<file path="src/rtl/vga_timing_gen_if.sv">
// Bundle of VGA timing outputs: counters plus sync/blank/frame strobes.
// The generator drives through master; downstream stages read through slave.
interface vga_timing_gen_if;
  logic [10:0] vcount;
  logic        vsync;
  logic        vblnk;
  logic [10:0] hcount;
  logic        hsync;
  logic        hblnk;
  logic        frame_start;

  modport master (
    output vcount, vsync, vblnk, hcount, hsync, hblnk, frame_start
  );

  modport slave (
    input  vcount, vsync, vblnk, hcount, hsync, hblnk, frame_start
  );
endinterface

</file>
<file path="src/rtl/vga_timing_gen.sv">
// Free-running VGA timing generator (800x600@60 Hz default, 40 MHz pixel clock).
// Every output is registered and derived from the same next-counter values.
module vga_timing_gen #(
  parameter int unsigned H_ACTIVE = 800,
  parameter int unsigned H_FRONT  = 40,
  parameter int unsigned H_SYNC   = 128,
  parameter int unsigned H_BACK   = 88,
  parameter int unsigned V_ACTIVE = 600,
  parameter int unsigned V_FRONT  = 1,
  parameter int unsigned V_SYNC   = 4,
  parameter int unsigned V_BACK   = 23,
  parameter logic        SYNC_POL = 1'b1
) (
  input  logic              clk,
  input  logic              rst,
  vga_timing_gen_if.master  vga
);

  localparam int unsigned H_TOTAL = H_ACTIVE + H_FRONT + H_SYNC + H_BACK;
  localparam int unsigned V_TOTAL = V_ACTIVE + V_FRONT + V_SYNC + V_BACK;

  localparam logic [10:0] H_LAST     = 11'(H_TOTAL - 1);
  localparam logic [10:0] V_LAST     = 11'(V_TOTAL - 1);
  localparam logic [10:0] H_BLK_BEG  = 11'(H_ACTIVE);
  localparam logic [10:0] H_SYNC_BEG = 11'(H_ACTIVE + H_FRONT);
  localparam logic [10:0] H_SYNC_END = 11'(H_ACTIVE + H_FRONT + H_SYNC);
  localparam logic [10:0] V_BLK_BEG  = 11'(V_ACTIVE);
  localparam logic [10:0] V_SYNC_BEG = 11'(V_ACTIVE + V_FRONT);
  localparam logic [10:0] V_SYNC_END = 11'(V_ACTIVE + V_FRONT + V_SYNC);

  logic [10:0] hcount_q, hcount_d;
  logic [10:0] vcount_q, vcount_d;
  logic        hsync_q,  hsync_d;
  logic        vsync_q,  vsync_d;
  logic        hblnk_q,  hblnk_d;
  logic        vblnk_q,  vblnk_d;
  logic        fstart_q, fstart_d;

  always_comb begin
    hcount_d = hcount_q;
    vcount_d = vcount_q;
    if (hcount_q < H_LAST) begin
      hcount_d = hcount_q + 11'd1;
    end else begin
      hcount_d = '0;
      if (vcount_q == V_LAST) vcount_d = '0;
      else                    vcount_d = vcount_q + 11'd1;
    end

    // Strobes decode the next counter values so they register alongside them.
    hblnk_d  = (hcount_d >= H_BLK_BEG);
    vblnk_d  = (vcount_d >= V_BLK_BEG);
    hsync_d  = ((hcount_d >= H_SYNC_BEG) && (hcount_d < H_SYNC_END)) ? SYNC_POL : ~SYNC_POL;
    vsync_d  = ((vcount_d >= V_SYNC_BEG) && (vcount_d < V_SYNC_END)) ? SYNC_POL : ~SYNC_POL;
    fstart_d = (hcount_d == '0) && (vcount_d == '0);
  end

  always_ff @(posedge clk or negedge rst) begin
    if (!rst) begin
      hcount_q <= '0;
      vcount_q <= '0;
      hsync_q  <= ~SYNC_POL;
      vsync_q  <= ~SYNC_POL;
      hblnk_q  <= 1'b0;
      vblnk_q  <= 1'b0;
      fstart_q <= 1'b0;
    end else begin
      hcount_q <= hcount_d;
      vcount_q <= vcount_d;
      hsync_q  <= hsync_d;
      vsync_q  <= vsync_d;
      hblnk_q  <= hblnk_d;
      vblnk_q  <= vblnk_d;
      fstart_q <= fstart_d;
    end
  end

  assign vga.hcount      = hcount_q;
  assign vga.vcount      = vcount_q;
  assign vga.hsync       = hsync_q;
  assign vga.vsync       = vsync_q;
  assign vga.hblnk       = hblnk_q;
  assign vga.vblnk       = vblnk_q;
  assign vga.frame_start = fstart_q;

endmodule

</file>
<file path="src/flat_wrapper.sv">
// flat-port wrapper written by rule: the top's interface ports become plain ports
module vga_timing_gen_flat 
#(
  parameter int unsigned H_ACTIVE = 800,
  parameter int unsigned H_FRONT  = 40,
  parameter int unsigned H_SYNC   = 128,
  parameter int unsigned H_BACK   = 88,
  parameter int unsigned V_ACTIVE = 600,
  parameter int unsigned V_FRONT  = 1,
  parameter int unsigned V_SYNC   = 4,
  parameter int unsigned V_BACK   = 23,
  parameter logic        SYNC_POL = 1'b1
)
  (clk, rst, vga_vcount, vga_vsync, vga_vblnk, vga_hcount, vga_hsync, vga_hblnk, vga_frame_start);
  vga_timing_gen_if vga_i ();
  input  logic clk;
  input  logic rst;
  output wire logic [$bits(vga_i.vcount)-1:0] vga_vcount;
  output wire logic [$bits(vga_i.vsync)-1:0] vga_vsync;
  output wire logic [$bits(vga_i.vblnk)-1:0] vga_vblnk;
  output wire logic [$bits(vga_i.hcount)-1:0] vga_hcount;
  output wire logic [$bits(vga_i.hsync)-1:0] vga_hsync;
  output wire logic [$bits(vga_i.hblnk)-1:0] vga_hblnk;
  output wire logic [$bits(vga_i.frame_start)-1:0] vga_frame_start;
  assign vga_vcount = vga_i.vcount;
  assign vga_vsync = vga_i.vsync;
  assign vga_vblnk = vga_i.vblnk;
  assign vga_hcount = vga_i.hcount;
  assign vga_hsync = vga_i.hsync;
  assign vga_hblnk = vga_i.hblnk;
  assign vga_frame_start = vga_i.frame_start;
  vga_timing_gen #(.H_ACTIVE(H_ACTIVE), .H_FRONT(H_FRONT), .H_SYNC(H_SYNC), .H_BACK(H_BACK), .V_ACTIVE(V_ACTIVE), .V_FRONT(V_FRONT), .V_SYNC(V_SYNC), .V_BACK(V_BACK), .SYNC_POL(SYNC_POL)) u_core (.clk(clk), .rst(rst), .vga(vga_i));
endmodule
</file>
<file path="config.mk">
export PLATFORM = sky130hd
export DESIGN_NAME = vga_timing_gen_flat
export DESIGN_NICKNAME = d
export VERILOG_FILES = /design/src/rtl/vga_timing_gen_if.sv /design/src/rtl/vga_timing_gen.sv /design/src/flat_wrapper.sv
export SDC_FILE = /design/constraint.sdc
export NUM_CORES = 1
export LEC_CHECK = 0
export CAP_MARGIN = 10
export CORE_MARGIN = 3
export CORE_UTILIZATION = 36
export CTS_BUF_LIST = sky130_fd_sc_hd__clkbuf_4 sky130_fd_sc_hd__clkbuf_8 sky130_fd_sc_hd__clkbuf_16
export CTS_CLUSTER_SIZE = 10
export DETAILED_ROUTE_END_ITERATION = 7
export DONT_BUFFER_PORTS = 1
export MAX_ROUTING_LAYER = met4
export REMOVE_ABC_BUFFERS = 1
export SLEW_MARGIN = 40
export SYNTH_ARGS = -nofsm -noshare
export SYNTH_HDL_FRONTEND = slang
export SYNTH_SLANG_ARGS = --single-unit
</file>
<file path="constraint.sdc">
create_clock -name clk -period 2.9 [get_ports clk]
set_input_delay 0.58 -clock clk [delete_from_list [all_inputs] [get_ports clk]]
set_output_delay 0.58 -clock clk [all_outputs]
set_load 0.01 [all_outputs]
</file>
# --- After elaboration in Yosys (flattened, before gate mapping) ---
# Cells that the tools add are included.
word_totals:
  ff_bits: 27
  inputBits: 2
  out_inout_bits: 27
  word_cells: 27
classes:
  add_sub_neg: 2
  magnitude_cmp: 7
  eq_ne: 1
  muxes: 5
  reduce_logical: 5
ops:
  columns: ["cell", "n"]
  rows:
  - ["11-bit by 10-bit greater-or-equal comparator with 1-bit output, second input constant", 4]
  - ["11-bit two-way mux", 3]
  - ["11-bit by 1-bit adder with 11-bit output, second input constant", 2]
  - ["11-bit zero test", 2]
  - ["11-bit by 10-bit less-than comparator with 1-bit output, second input constant", 2]
  - ["11-bit by 10-bit == test with 1-bit output, second input constant", 1]
  - ["11-bit less-than comparator, second input constant", 1]
  - ["1-bit logical AND", 3]
  - ["1-bit two-way mux", 2]

# --- Depth between registers and ports, before layout ---
depth:
  word_depth: 6
  depth_mapped: 8

# --- Worst setup path after synthesis ---
# No wires, ideal clock.
synth_path:
  kind: "register to register"
  start: "register u_core.hcount_q[0] (netlist: u_core.vga.hcount[0])"
  end: "register u_core.fstart_q (netlist: u_core.vga.frame_start)"
  setup_ns: 0.096
  t_arrival_ns: 2.038
  required_ns: 2.804
  slack_ns: 0.766
  stages_incl_launch_ff: 8
  n_path_buf: 0
  period_less_slack_ns: 2.134
  path_cell_list: "dfrtp_1 > ha_1 > nand4_4 > nor2_2 > or3_1 > a211o_1 > a2111o_1 > nor4_2"
synth_via:
  elab_chain_cells: 4
synth_lines:
  columns: ["element", "line", "text"]
  rows:
  - ["from (decl)", "vga_timing_gen.sv:31", "logic [10:0] hcount_q, hcount_d;"]
  - ["from (signal assigned)", "vga_timing_gen.sv:68", "hcount_q <= hcount_d;"]
  - ["11-bit by 1-bit adder with 11-bit output or 11-bit less-than comparator (tied branches)", "vga_timing_gen.sv:43, vga_timing_gen.sv:42", null]
  - ["11-bit two-way mux", "vga_timing_gen.sv:42", "if (hcount_q < H_LAST) begin"]
  - ["11-bit zero test", "vga_timing_gen.sv:55", "fstart_d = (hcount_d == '0) && (vcount_d == '0);"]
  - ["1-bit logical AND *", "vga_timing_gen.sv:55", null]
  - ["net u_core.fstart_d", "vga_timing_gen.sv:37", "logic fstart_q, fstart_d;"]
  - ["to (signal assigned)", "vga_timing_gen.sv:74", "fstart_q <= fstart_d;"]
  - ["to (decl)", "vga_timing_gen.sv:37", null]
# The timed path passes the listed nets; every way through them passes the cells marked *.

# --- Worst setup path after layout ---
# Same ends and word-level chain as after synthesis.

==> flow_metrics.env <==
export IMPL_status="finished clean"
export IMPL_start_kind="flop"
export IMPL_num_rows=23
export IMPL_maxSlewViolCount=0
export IMPL_grt_util_all_layers=0.162
export IMPL_synth_xor_area_frac=0.0650
export IMPL_final_cell_mix="dfrtp_1 (27), nor2_1 (12), nand2_1 (9)"
export IMPL_drive_gt1_frac=0.0904
export IMPL_period_share=0.827
export IMPL_setup_ws_ps=502
export IMPL_fin_tns_setup_ps=0
export IMPL_wl_per_cell_microns=17.5
export IMPL_first_pass_iters=4
export IMPL_syn2layout_area_growth_pct=4.56
export IMPL_initial_core_util=0.388
export IMPL_p_leak_nw=0.760
export IMPL_ys_seq_elements=27
export IMPL_cp_endpoint="u_core.vga.frame_start$_DFF_PN0_"
export IMPL_dieArea_sq_um=5330
export IMPL_cts_tree="built"
export IMPL_slew_headroom=0.699
export IMPL_critPathKind="reg -> reg"
export IMPL_pre_cts_ws_ps=506
export IMPL_crit_start="u_core.vga.hcount[0]$_DFF_PN0_"
export IMPL_arrival_ps=2560
export IMPL_vdd_drop_max_mv=0.216
export IMPL_cp_required_ps=3060
export IMPL_max_slew_worst_pin_slew_ps=451
export IMPL_routed_wl_microns=3780
export IMPL_cts_repair_resize_count=0
export IMPL_fin_util=0.405
export IMPL_overflow=0
export IMPL_r2r_start="u_core.vga.hcount[0]$_DFF_PN0_"
export IMPL_grt_max_degree=28
export IMPL_dr_total_vias=1286
export IMPL_clkSinkCount=27
export IMPL_postPlaceCellArea_sq_um=1620
export IMPL_viasPerCell=5.95
export IMPL_drtAntennaViolNets=0
export IMPL_synth_cell_types=49
export IMPL_rsz0062_at_grt="false"
export IMPL_dp_cells=211
export IMPL_layout_min_cycle_time_ps=2400
export IMPL_skew_ps=2.63
export IMPL_io_buffer_count=0
export IMPL_synth_top_family_by_area="simple AND/OR/NAND/NOR gates"
export IMPL_route_detailed_drc=0
export IMPL_rr_worst_depth=7
export IMPL_grt_pass1_vias=1233
export IMPL_yosysTopAreaCell="dfrtp_1"
export IMPL_hold_buffers=1
export IMPL_synth_flop_cell="dfrtp_1"
export IMPL_fp_dieH_microns=73.0
export IMPL_p_per_area_nw_per_um2=361
export IMPL_final_area_sq_um=1690
export IMPL_instances_no_fill=216
export IMPL_cap_violations=0
export IMPL_clkTransAtPathRegs_ps=90
export IMPL_cp_end_kind="flop"
export IMPL_fp_coreArea_sq_um=4170
export IMPL_diodes=0
export IMPL_synth_cells=167
export IMPL_final_nets=171
export IMPL_synth_edf_count=0
export IMPL_synthTopCellsByArea="dfrtp_1 (42%), xnor2_1 (3.8%), buf_6 (3.5%)"
export IMPL_clock_latency_ps=270
export IMPL_r2r_end="u_core.vga.frame_start$_DFF_PN0_"
export IMPL_whs_ps=111
export IMPL_hpwl_microns=2800
export IMPL_cts_buffers=3
export IMPL_synthMuxAreaShare=0.00619
export IMPL_netlist_area_sq_um=1620
export IMPL_cts_setup_buffers=0
export IMPL_synth_avg_cell_area_sq_um=9.69
export IMPL_finalHoldViolations=0
export IMPL_worst_path_max_fanout=5
export IMPL_yosysTopAreaCellShare=0.418
export IMPL_htreeDepth=1
export IMPL_place_gp_congestion=0.856
export IMPL_mostFrequentLayoutCell="dfrtp_1"
export IMPL_setup_viol=0
export IMPL_io_pins=29
export IMPL_synth_simple_gate_area_frac=0.271
export IMPL_p_total_uw=610
export IMPL_rrSetupSlack_ps=500
export IMPL_synthAdderAreaFrac=0.0155
export IMPL_synth_compound_area_frac=0.161
export IMPL_first_iter_violations=85
export IMPL_die_x_microns=73.0
export IMPL_cts_root_buf="clkbuf_8"
export IMPL_clock_path_buffers=2
export IMPL_max_freq_ghz=0.417
export IMPL_antenna_found_initial=0
export IMPL_grt_pass1_wl_microns=6460
export IMPL_seq_area_frac_synth=0.418
export IMPL_yosys_warnings=0
export IMPL_hp_class="in -> async"
export IMPL_async_flop_share=1.00
[worst min-delay path by stage]
stage	start	end	cells past startpoint
floorplan	rst	u_core.vga.frame_start$_DFF_PN0_	0
global placement	rst	u_core.vga.hcount[4]$_DFF_PN0_	0
detailed placement	rst	u_core.vga.hcount[4]$_DFF_PN0_	0
CTS	rst	u_core.vga.hcount[0]$_DFF_PN0_	1
global route	rst	u_core.vga.hcount[3]$_DFF_PN0_	1
finish	rst	u_core.vga.hcount[4]$_DFF_PN0_	1
[kinds of logic (layout without fill, tap and decap cells)]
kind of cell / Yosys count / count (layout)
DFF: 27 / 27
xor gates and xnor gates: 12 / 12
AOI/OAI and AO/OA: 36 / 36
muxes: 1 / 1
and+or+nand+nor: 73 / 73
buffers and inverters: 16 / 15
adders and majority gates: 2 / 2
[synthesized netlist by cell type, types with 2 or more instances]
| cell | number |
|---|---|
| or3_1 | 7 |
| buf_6 | 5 |
| o21ai_1 | 2 |
| o21ai_0 | 5 |
| xor2_1 | 5 |
| nor3_1 | 7 |
| o211ai_1 | 3 |
| nand4_1 | 6 |
| a22oi_1 | 3 |
| and2_1 | 3 |
| dfrtp_1 | 27 |
| inv_1 | 8 |
| nand3_1 | 7 |
| o31ai_1 | 2 |
| ha_1 | 2 |
| o211ai_2 | 2 |
| nand2_1 | 9 |
| o21a_1 | 2 |
| a21oi_1 | 6 |
| and3_1 | 8 |
| xnor2_1 | 7 |
| a21o_1 | 2 |
| nor2b_1 | 2 |
| nor2_1 | 12 |
[sequential cells by signal (all words and copies together) (netlist names)]
register,flops
u_core.vga.frame_start,1
u_core.vga.hsync,1
u_core.vga.vblnk,1
u_core.vga.vsync,1
u_core.vga.hcount,11
u_core.vga.vcount,11
u_core.vga.hblnk,1
[routing by layer]
metal  global-route usage  vias up  wire length, microns
li1                     -      608                     -
met1                0.204      614                  1590
met4               0.0615        0                    27
met5                    -        -                     0
met3               0.0634        2                   352
met2                0.233       62                  1810
[worst max-delay path: stages, from the launching register on]
cell	delay (ps)
dfrtp_1	490
ha_1	340
nand4_4	150
nor2_2	70
or3_1	320
a211o_1	310
a2111o_1	420
nor4_2	200
[power by group]
group	internal (mW)	total [mW]	leakage [nW]	switching (mW)
registers	0.376	0.376	0.363	0
logic	0.00284	0.00991	0.371	0.00706
clock network	0.108	0.224	0.0262	0.117
[layout make-up]
type / count / area (sq um)
Fill cell: 403 / 2480
Timing Repair Buffer: 3 / 35.0
Inverter: 8 / 30.0
Tap cell: 50 / 62.6
Multi-Input combinational cell: 124 / 840
Sequential cell: 27 / 676
Clock buffer: 4 / 48.8
Power figures use the tool's default switching activity.
